File: src/rtl/mem_wb_stage_pkg.sv
// Shared pipeline definitions for the MEM stage: data width, write-back select
// encodings and the data-memory access state enum.
package mem_wb_stage_pkg;

    localparam int DATA_W = 32;

    localparam logic [1:0] WB_SEL_ALU = 2'b00;
    localparam logic [1:0] WB_SEL_MEM = 2'b01;
    localparam logic [1:0] WB_SEL_PC4 = 2'b10;

    typedef enum logic [1:0] {
        MS_IDLE = 2'b00,
        MS_REQ  = 2'b01,
        MS_RESP = 2'b10
    } mem_state_e;

endpackage

File: src/rtl/mem_wb_stage_dmem_access_fsm.sv
// Data-memory access sequencer: request/grant/response handshake, request
// latches, wait counter with timeout abort, and the per-access done strobe.
module dmem_access_fsm
    import mem_wb_stage_pkg::*;
#(
    parameter int TIMEOUT = 16
)
(
    input  logic              clk,
    input  logic              reset,
    input  logic              i_rd,
    input  logic              i_wr,
    input  logic [DATA_W-1:0] i_addr,
    input  logic [DATA_W-1:0] i_wdata,
    input  logic              i_gnt,
    input  logic              i_rvalid,
    input  logic [DATA_W-1:0] i_rdata,
    output logic              o_req,
    output logic              o_we,
    output logic [DATA_W-1:0] o_addr,
    output logic [DATA_W-1:0] o_wdata,
    output logic              o_done,
    output logic [DATA_W-1:0] o_load_data,
    output logic              o_err
);

    mem_state_e        r_state;
    mem_state_e        w_next;
    logic [7:0]        r_cnt;
    logic              r_we;
    logic [DATA_W-1:0] r_addr;
    logic [DATA_W-1:0] r_wdata;
    logic              r_err;

    logic              w_mem_op;
    logic              w_is_wr;
    logic              w_timeout;
    logic              w_req;
    logic              w_latch;
    logic              w_abort;

    assign w_mem_op  = i_rd | i_wr;
    assign w_is_wr   = i_wr & ~i_rd;
    assign w_timeout = (r_cnt == 8'(TIMEOUT - 1));

    // NOTE: every output of this block gets a default first, so no path can infer a latch.
    always_comb begin
        w_next      = r_state;
        w_req       = 1'b0;
        o_we        = 1'b0;
        o_addr      = '0;
        o_wdata     = '0;
        o_done      = 1'b0;
        o_load_data = '0;
        w_latch     = 1'b0;
        w_abort     = 1'b0;

        case (r_state)
            MS_IDLE: begin
                if (!w_mem_op) begin
                    o_done = 1'b1;
                end else begin
                    w_req   = 1'b1;
                    o_we    = w_is_wr;
                    o_addr  = i_addr;
                    o_wdata = i_wdata;
                    w_latch = 1'b1;
                    if (i_gnt) begin
                        if (w_is_wr) o_done = 1'b1;
                        else         w_next = MS_RESP;
                    end else begin
                        w_next = MS_REQ;
                    end
                end
            end
            MS_REQ: begin
                w_req   = 1'b1;
                o_we    = r_we;
                o_addr  = r_addr;
                o_wdata = r_wdata;
                if (i_gnt) begin
                    if (r_we) begin
                        o_done = 1'b1;
                        w_next = MS_IDLE;
                    end else begin
                        w_next = MS_RESP;
                    end
                end
            end
            MS_RESP: begin
                // Response is only looked for here, so an rvalid in the grant cycle is dropped.
                if (i_rvalid) begin
                    o_done      = 1'b1;
                    o_load_data = i_rdata;
                    w_next      = MS_IDLE;
                end
            end
            default: w_next = MS_IDLE;
        endcase

        if (r_state != MS_IDLE && !o_done && w_timeout) begin
            o_done      = 1'b1;
            o_load_data = '0;
            w_abort     = 1'b1;
            w_next      = MS_IDLE;
        end
    end

    // The IDLE-cycle request is combinational, so it must be gated while reset is held.
    assign o_req = w_req & reset;
    assign o_err = r_err;

    // NOTE: state registers use non-blocking assignments so all flops update from pre-edge values.
    always_ff @(posedge clk or negedge reset) begin
        if (!reset) begin
            r_state <= MS_IDLE;
            r_cnt   <= '0;
            r_we    <= 1'b0;
            r_addr  <= '0;
            r_wdata <= '0;
            r_err   <= 1'b0;
        end else begin
            r_state <= w_next;
            r_err   <= w_abort;
            r_cnt   <= (r_state == MS_IDLE) ? 8'd0 : r_cnt + 8'd1;
            if (w_latch) begin
                r_we    <= w_is_wr;
                r_addr  <= i_addr;
                r_wdata <= i_wdata;
            end
        end
    end

endmodule

File: src/rtl/mem_wb_stage.sv
// MEM stage with MEM/WB pipeline register and data-memory handshake.
// Optional MEM_WB_STORE_FWD_EN forwards MEM/WB write-back data into store data.
module mem_wb_stage
    import mem_wb_stage_pkg::*;
#(
    parameter int TIMEOUT = 16
)
(
    input  logic              clk,
    input  logic              reset,
    input  logic              EX_MEM_MemRead,
    input  logic              EX_MEM_MemWrite,
    input  logic              EX_MEM_RegWrite,
    input  logic [1:0]        EX_MEM_MemtoReg,
    input  logic [DATA_W-1:0] EX_MEM_ALUOut,
    input  logic [DATA_W-1:0] EX_MEM_WriteData,
    input  logic [DATA_W-1:0] EX_MEM_PC_add4,
    input  logic [4:0]        EX_MEM_RegWrAddr,
    input  logic [4:0]        EX_MEM_Rt,
    output logic              dmem_req,
    output logic              dmem_we,
    output logic [DATA_W-1:0] dmem_addr,
    output logic [DATA_W-1:0] dmem_wdata,
    input  logic              dmem_gnt,
    input  logic              dmem_rvalid,
    input  logic [DATA_W-1:0] dmem_rdata,
    output logic              Mem_Stall,
    output logic              Mem_Err,
    output logic              MEM_WB_RegWrite,
    output logic [4:0]        MEM_WB_RegWrAddr,
    output logic [DATA_W-1:0] MEM_WB_WriteData,
    output logic [DATA_W-1:0] MEM_WB_ReadData
);

    logic              r_wb_regwrite;
    logic [4:0]        r_wb_regwraddr;
    logic [DATA_W-1:0] r_wb_writedata;
    logic [DATA_W-1:0] r_wb_readdata;

    logic              w_done;
    logic [DATA_W-1:0] w_load_data;
    logic [DATA_W-1:0] w_store_data;
    logic [DATA_W-1:0] w_wb_data;

`ifdef MEM_WB_STORE_FWD_EN
    assign w_store_data = (r_wb_regwrite && r_wb_regwraddr == EX_MEM_Rt && EX_MEM_Rt != 5'd0)
                        ? r_wb_writedata : EX_MEM_WriteData;
`else
    logic w_unused_rt;
    assign w_unused_rt  = ^EX_MEM_Rt;
    assign w_store_data = EX_MEM_WriteData;
`endif

    dmem_access_fsm #(
        .TIMEOUT (TIMEOUT)
    ) u_fsm (
        .clk         (clk),
        .reset       (reset),
        .i_rd        (EX_MEM_MemRead),
        .i_wr        (EX_MEM_MemWrite),
        .i_addr      (EX_MEM_ALUOut),
        .i_wdata     (w_store_data),
        .i_gnt       (dmem_gnt),
        .i_rvalid    (dmem_rvalid),
        .i_rdata     (dmem_rdata),
        .o_req       (dmem_req),
        .o_we        (dmem_we),
        .o_addr      (dmem_addr),
        .o_wdata     (dmem_wdata),
        .o_done      (w_done),
        .o_load_data (w_load_data),
        .o_err       (Mem_Err)
    );

    always_comb begin
        case (EX_MEM_MemtoReg)
            WB_SEL_MEM: w_wb_data = w_load_data;
            WB_SEL_PC4: w_wb_data = EX_MEM_PC_add4;
            default:    w_wb_data = EX_MEM_ALUOut;
        endcase
    end

    assign Mem_Stall = (EX_MEM_MemRead | EX_MEM_MemWrite) & ~w_done;

    // A stalled cycle writes a bubble so the register file never sees a half-finished access.
    always_ff @(posedge clk or negedge reset) begin
        if (!reset) begin
            r_wb_regwrite  <= 1'b0;
            r_wb_regwraddr <= '0;
            r_wb_writedata <= '0;
            r_wb_readdata  <= '0;
        end else if (w_done) begin
            r_wb_regwrite  <= EX_MEM_RegWrite;
            r_wb_regwraddr <= EX_MEM_RegWrAddr;
            r_wb_writedata <= w_wb_data;
            r_wb_readdata  <= w_load_data;
        end else begin
            r_wb_regwrite  <= 1'b0;
            r_wb_regwraddr <= '0;
            r_wb_writedata <= '0;
            r_wb_readdata  <= '0;
        end
    end

    assign MEM_WB_RegWrite  = r_wb_regwrite;
    assign MEM_WB_RegWrAddr = r_wb_regwraddr;
    assign MEM_WB_WriteData = r_wb_writedata;
    assign MEM_WB_ReadData  = r_wb_readdata;

endmodule

File: config.mk
export PLATFORM = sky130hd
export DESIGN_NAME = mem_wb_stage
export DESIGN_NICKNAME = d
export VERILOG_FILES = /design/src/rtl/mem_wb_stage_pkg.sv /design/src/rtl/mem_wb_stage_dmem_access_fsm.sv /design/src/rtl/mem_wb_stage.sv
export SDC_FILE = /design/constraint.sdc
export NUM_CORES = 1
export LEC_CHECK = 0
export CORE_MARGIN = 8
export CORE_UTILIZATION = 46
export CTS_BUF_LIST = sky130_fd_sc_hd__clkbuf_16
export DETAILED_ROUTE_END_ITERATION = 6
export HOLD_SLACK_MARGIN = 0.08
export PLACE_DENSITY = 0.92
export SYNTH_ARGS = -nofsm -noshare
export SYNTH_HDL_FRONTEND = slang
export SYNTH_SLANG_ARGS = --single-unit
File: constraint.sdc
create_clock -name clk -period 3.5 [get_ports clk]
set_input_delay 0.525 -clock clk [delete_from_list [all_inputs] [get_ports clk]]
set_output_delay 0.525 -clock clk [all_outputs]
set_load 0.01 [all_outputs]
==> flow_metrics.env, run 1 <==
export IMPL_final_net_count=956
export IMPL_crit_fanout=45
export IMPL_first_global_vias=5882
export IMPL_synthToLayoutAreaGrowth_pct=55.3
export IMPL_gp_congestion=0.839
export IMPL_drt_wl_total_um=20800
export IMPL_worst_slew_pin_slew_ns=0.920
export IMPL_root_buffer="clkbuf_16"
export IMPL_synth_compound_area_share_pct=17.5
export IMPL_hp_class="input pin to async pin"
export IMPL_die_y_um=135
export IMPL_slew_violations=0
export IMPL_final_layout_size_suffix_gt1_share_pct=15.0
export IMPL_rsz0062_at_grt="no"
export IMPL_critical_path_class="flip-flop to output pin"
export IMPL_die_w_um=135
export IMPL_multiInputGateArea_mm2=0.00256
export IMPL_placed_area_mm2=0.00951
export IMPL_drc=0
export IMPL_power_leakage_nw=4.33
export IMPL_fin_crit_sh_pct=91.9
export IMPL_power_density_mw_per_mm2=708
export IMPL_drtPass1Iterations=5
export IMPL_design_area_mm2=0.0101
export IMPL_fillers=897
export IMPL_cp_required_ns=2.97
export IMPL_yosysSeqAreaShare_pct=56.1
export IMPL_yosys_warnings=0
export IMPL_placed_cells=967
export IMPL_synthCells=540
export IMPL_syn_area_mm2=0.00652
export IMPL_dp_hpwl_um=15400
export IMPL_arrival_ns=2.69
export IMPL_final_common_cell="clkdlybuf4s50_1"
export IMPL_portBuffers=279
export IMPL_fin_cells=998
export IMPL_drt_wirelength_per_cell_um=20.9
export IMPL_num_io_pins=285
export IMPL_cts_max_path_buffers=2
export IMPL_maxCapViolations=0
export IMPL_core_area_mm2=0.0139
export IMPL_max_slew_margin_rel_pct=38.7
export IMPL_regArea_mm2=0.00365
export IMPL_cp_start_kind="flip-flop"
export IMPL_skew_ns=0.00567
export IMPL_drt_iter0_markers=275
export IMPL_setup_viol=0
export IMPL_reg2reg_depth=5
export IMPL_cts_clk_slew_worst_paths_ns=0.06
export IMPL_status="completed"
export IMPL_synth_xor_area_share_pct=0.806
export IMPL_htree_levels=4
export IMPL_cts_sinks=146
export IMPL_grt_max_degree=74
export IMPL_tns_ns=0
export IMPL_holdWs_ns=0.383
export IMPL_rows=43
export IMPL_track_usage_pct=22.6
export IMPL_synthAdderAreaFrac_pct=0.576
export IMPL_ys_ff_latch=146
export IMPL_post_cts_setup_buffer_count=0
export IMPL_grt_pass1_wl_um=32400
export IMPL_ys_types=31
export IMPL_cts_tree="done"
export IMPL_synth_top_family_by_area="compound AO/OA/AOI/OAI gates"
export IMPL_ant_nets=0
export IMPL_via_per_inst=5.53
export IMPL_grt_antenna_before_repair=0
export IMPL_avgSynthCellArea_um2=12.1
export IMPL_start_util_pct=46.9
export IMPL_max_freq_mhz=311
export IMPL_antenna_cells=0
export IMPL_hold_violations=0
export IMPL_clock_latency_ns=0.41
export IMPL_fin_crit_ns=3.22
export IMPL_synth_simple_gate_area_share_pct=8.81
export IMPL_overflow=0
export IMPL_syn_num_nets=690
export IMPL_final_core_util_pct=72.9
export IMPL_muxShareOfSynthArea_pct=11.1
export IMPL_vdd_drop_max_v=0.000586
export IMPL_cts_inserted_buffers=17
export IMPL_die_area_mm2=0.0182
export IMPL_via_count=5519
export IMPL_layout_common_cells="278 x clkdlybuf4s50_1, 146 x dfrtp_1, 64 x a22o_1, 64 x mux2_2"
export IMPL_end_kind="output pin"
timing repair:
item	CTS	global route
setup endpoints to repair	58	2
hold buffers	0	0
resized for setup	1	1
per-layer routing:
metal	GRT usage, %	part of all wire, %	vias to the layer above	wire [um]
met5	0	0	-	0
met4	10.5	3.1	0	637
met3	7.21	8.7	54	1820
met2	38.6	51	287	10600
met1	25.3	38	2690	7830
li1	-	-	2488	-
registers in the layout, summed over array words and instances, names as in the netlist:
register	count
MEM_WB_ReadData	32
u_fsm.r_wdata	32
u_fsm.r_we	1
u_fsm.o_err	1
MEM_WB_RegWrAddr	5
u_fsm.r_cnt	8
u_fsm.r_addr	32
MEM_WB_RegWrite	1
u_fsm.r_state	2
MEM_WB_WriteData	32
cells by family (layout without fill, tap and decap cells):
kind of cell,Yosys count,count (layout)
buffers and inverters,81,359
XOR/XNOR,6,6
adder cells (fa/ha/maj),3,3
flip-flops,146,146
multiplexers,64,64
AO/OA/AOI/OAI,139,139
AND/OR/NAND/NOR,101,101
worst paths after layout:
kind / startpoint / end / slack (ns)
hold / removal: reset / MEM_WB_ReadData[17] / 0.38
hold reg to reg: u_fsm.r_cnt[0] / u_fsm.r_cnt[0] / 0.48
min in group clk: u_fsm.r_cnt[0] / u_fsm.r_cnt[0] / 0.48
max in group asynchronous: reset / u_fsm.r_wdata[24] / 2.52
setup / recovery: u_fsm.r_state[0] / dmem_addr[8] / 0.28
setup reg to reg: u_fsm.r_cnt[4] / MEM_WB_WriteData[28] / 1.28
where the power goes:
group	internal (mW)	switching, mW
clock network	1.17	0.676
logic	1.61	1.23
registers	2.20	0.270
synth_stat cells:
library cell  number  area (um^2)
nor3b_1            1         7.51
a221oi_1          22          193
nand4_1            1         6.26
a221oi_2          10          150
or4_1              1         7.51
buf_1              1         3.75
buf_6              2         22.5
mux2_2            64          721
a31oi_1            1         6.26
nor2b_1           10         62.6
nand3_1           35          175
inv_1             35          131
nor2_2             1         6.26
ha_1               3         37.5
o21a_1             3         22.5
o211a_1            1         10.0
nor2_1            10         37.5
or3_1              2         12.5
o311a_1            1         10.0
a22o_1            64          561
a2bb2oi_1          1         8.76
clkbuf_1          29          109
nand2_1            1         3.75
buf_2             14         70.1
and3_1             2         12.5
nor3_2             3         30.0
a21oi_1           36          180
and2_1            34          213
dfrtp_1          146         3650
xor2_1             3         26.3
xnor2_1            3         26.3
stage by stage:
stage / worst slack, ns / total power, mW
after floorplan: 1.46 / 3.89
after global placement: 0.490 / 5.22
after detailed placement: 0.358 / 5.33
after CTS: 0.126 / 7.22
after global routing: 0.170 / 7.51
final: 0.284 / 7.16
cell type report:
class	count	share of cell area, %
Clock inverter	14	1.69
Timing Repair Buffer	293	29.1
Sequential cell	146	36.1
Clock buffer	17	4.20
Multi-Input combinational cell	313	25.3
Inverter	35	1.30
Tap cell	180	2.23
worst max-delay path: stages, from the launching register on:
cell,delay (ns)
dfrtp_1,0.56
nor2b_4,0.63
buf_12,0.30
a22o_1,0.19
clkdlybuf4s50_1,0.57
Power figures use the tool's default switching activity.
==> run 2: changes to the inputs <==
Settings changed: CAP_MARGIN set to 5.
==> results of run 2 <==
Same layout as run 1: the final DEF is identical, and so are final timing and power.
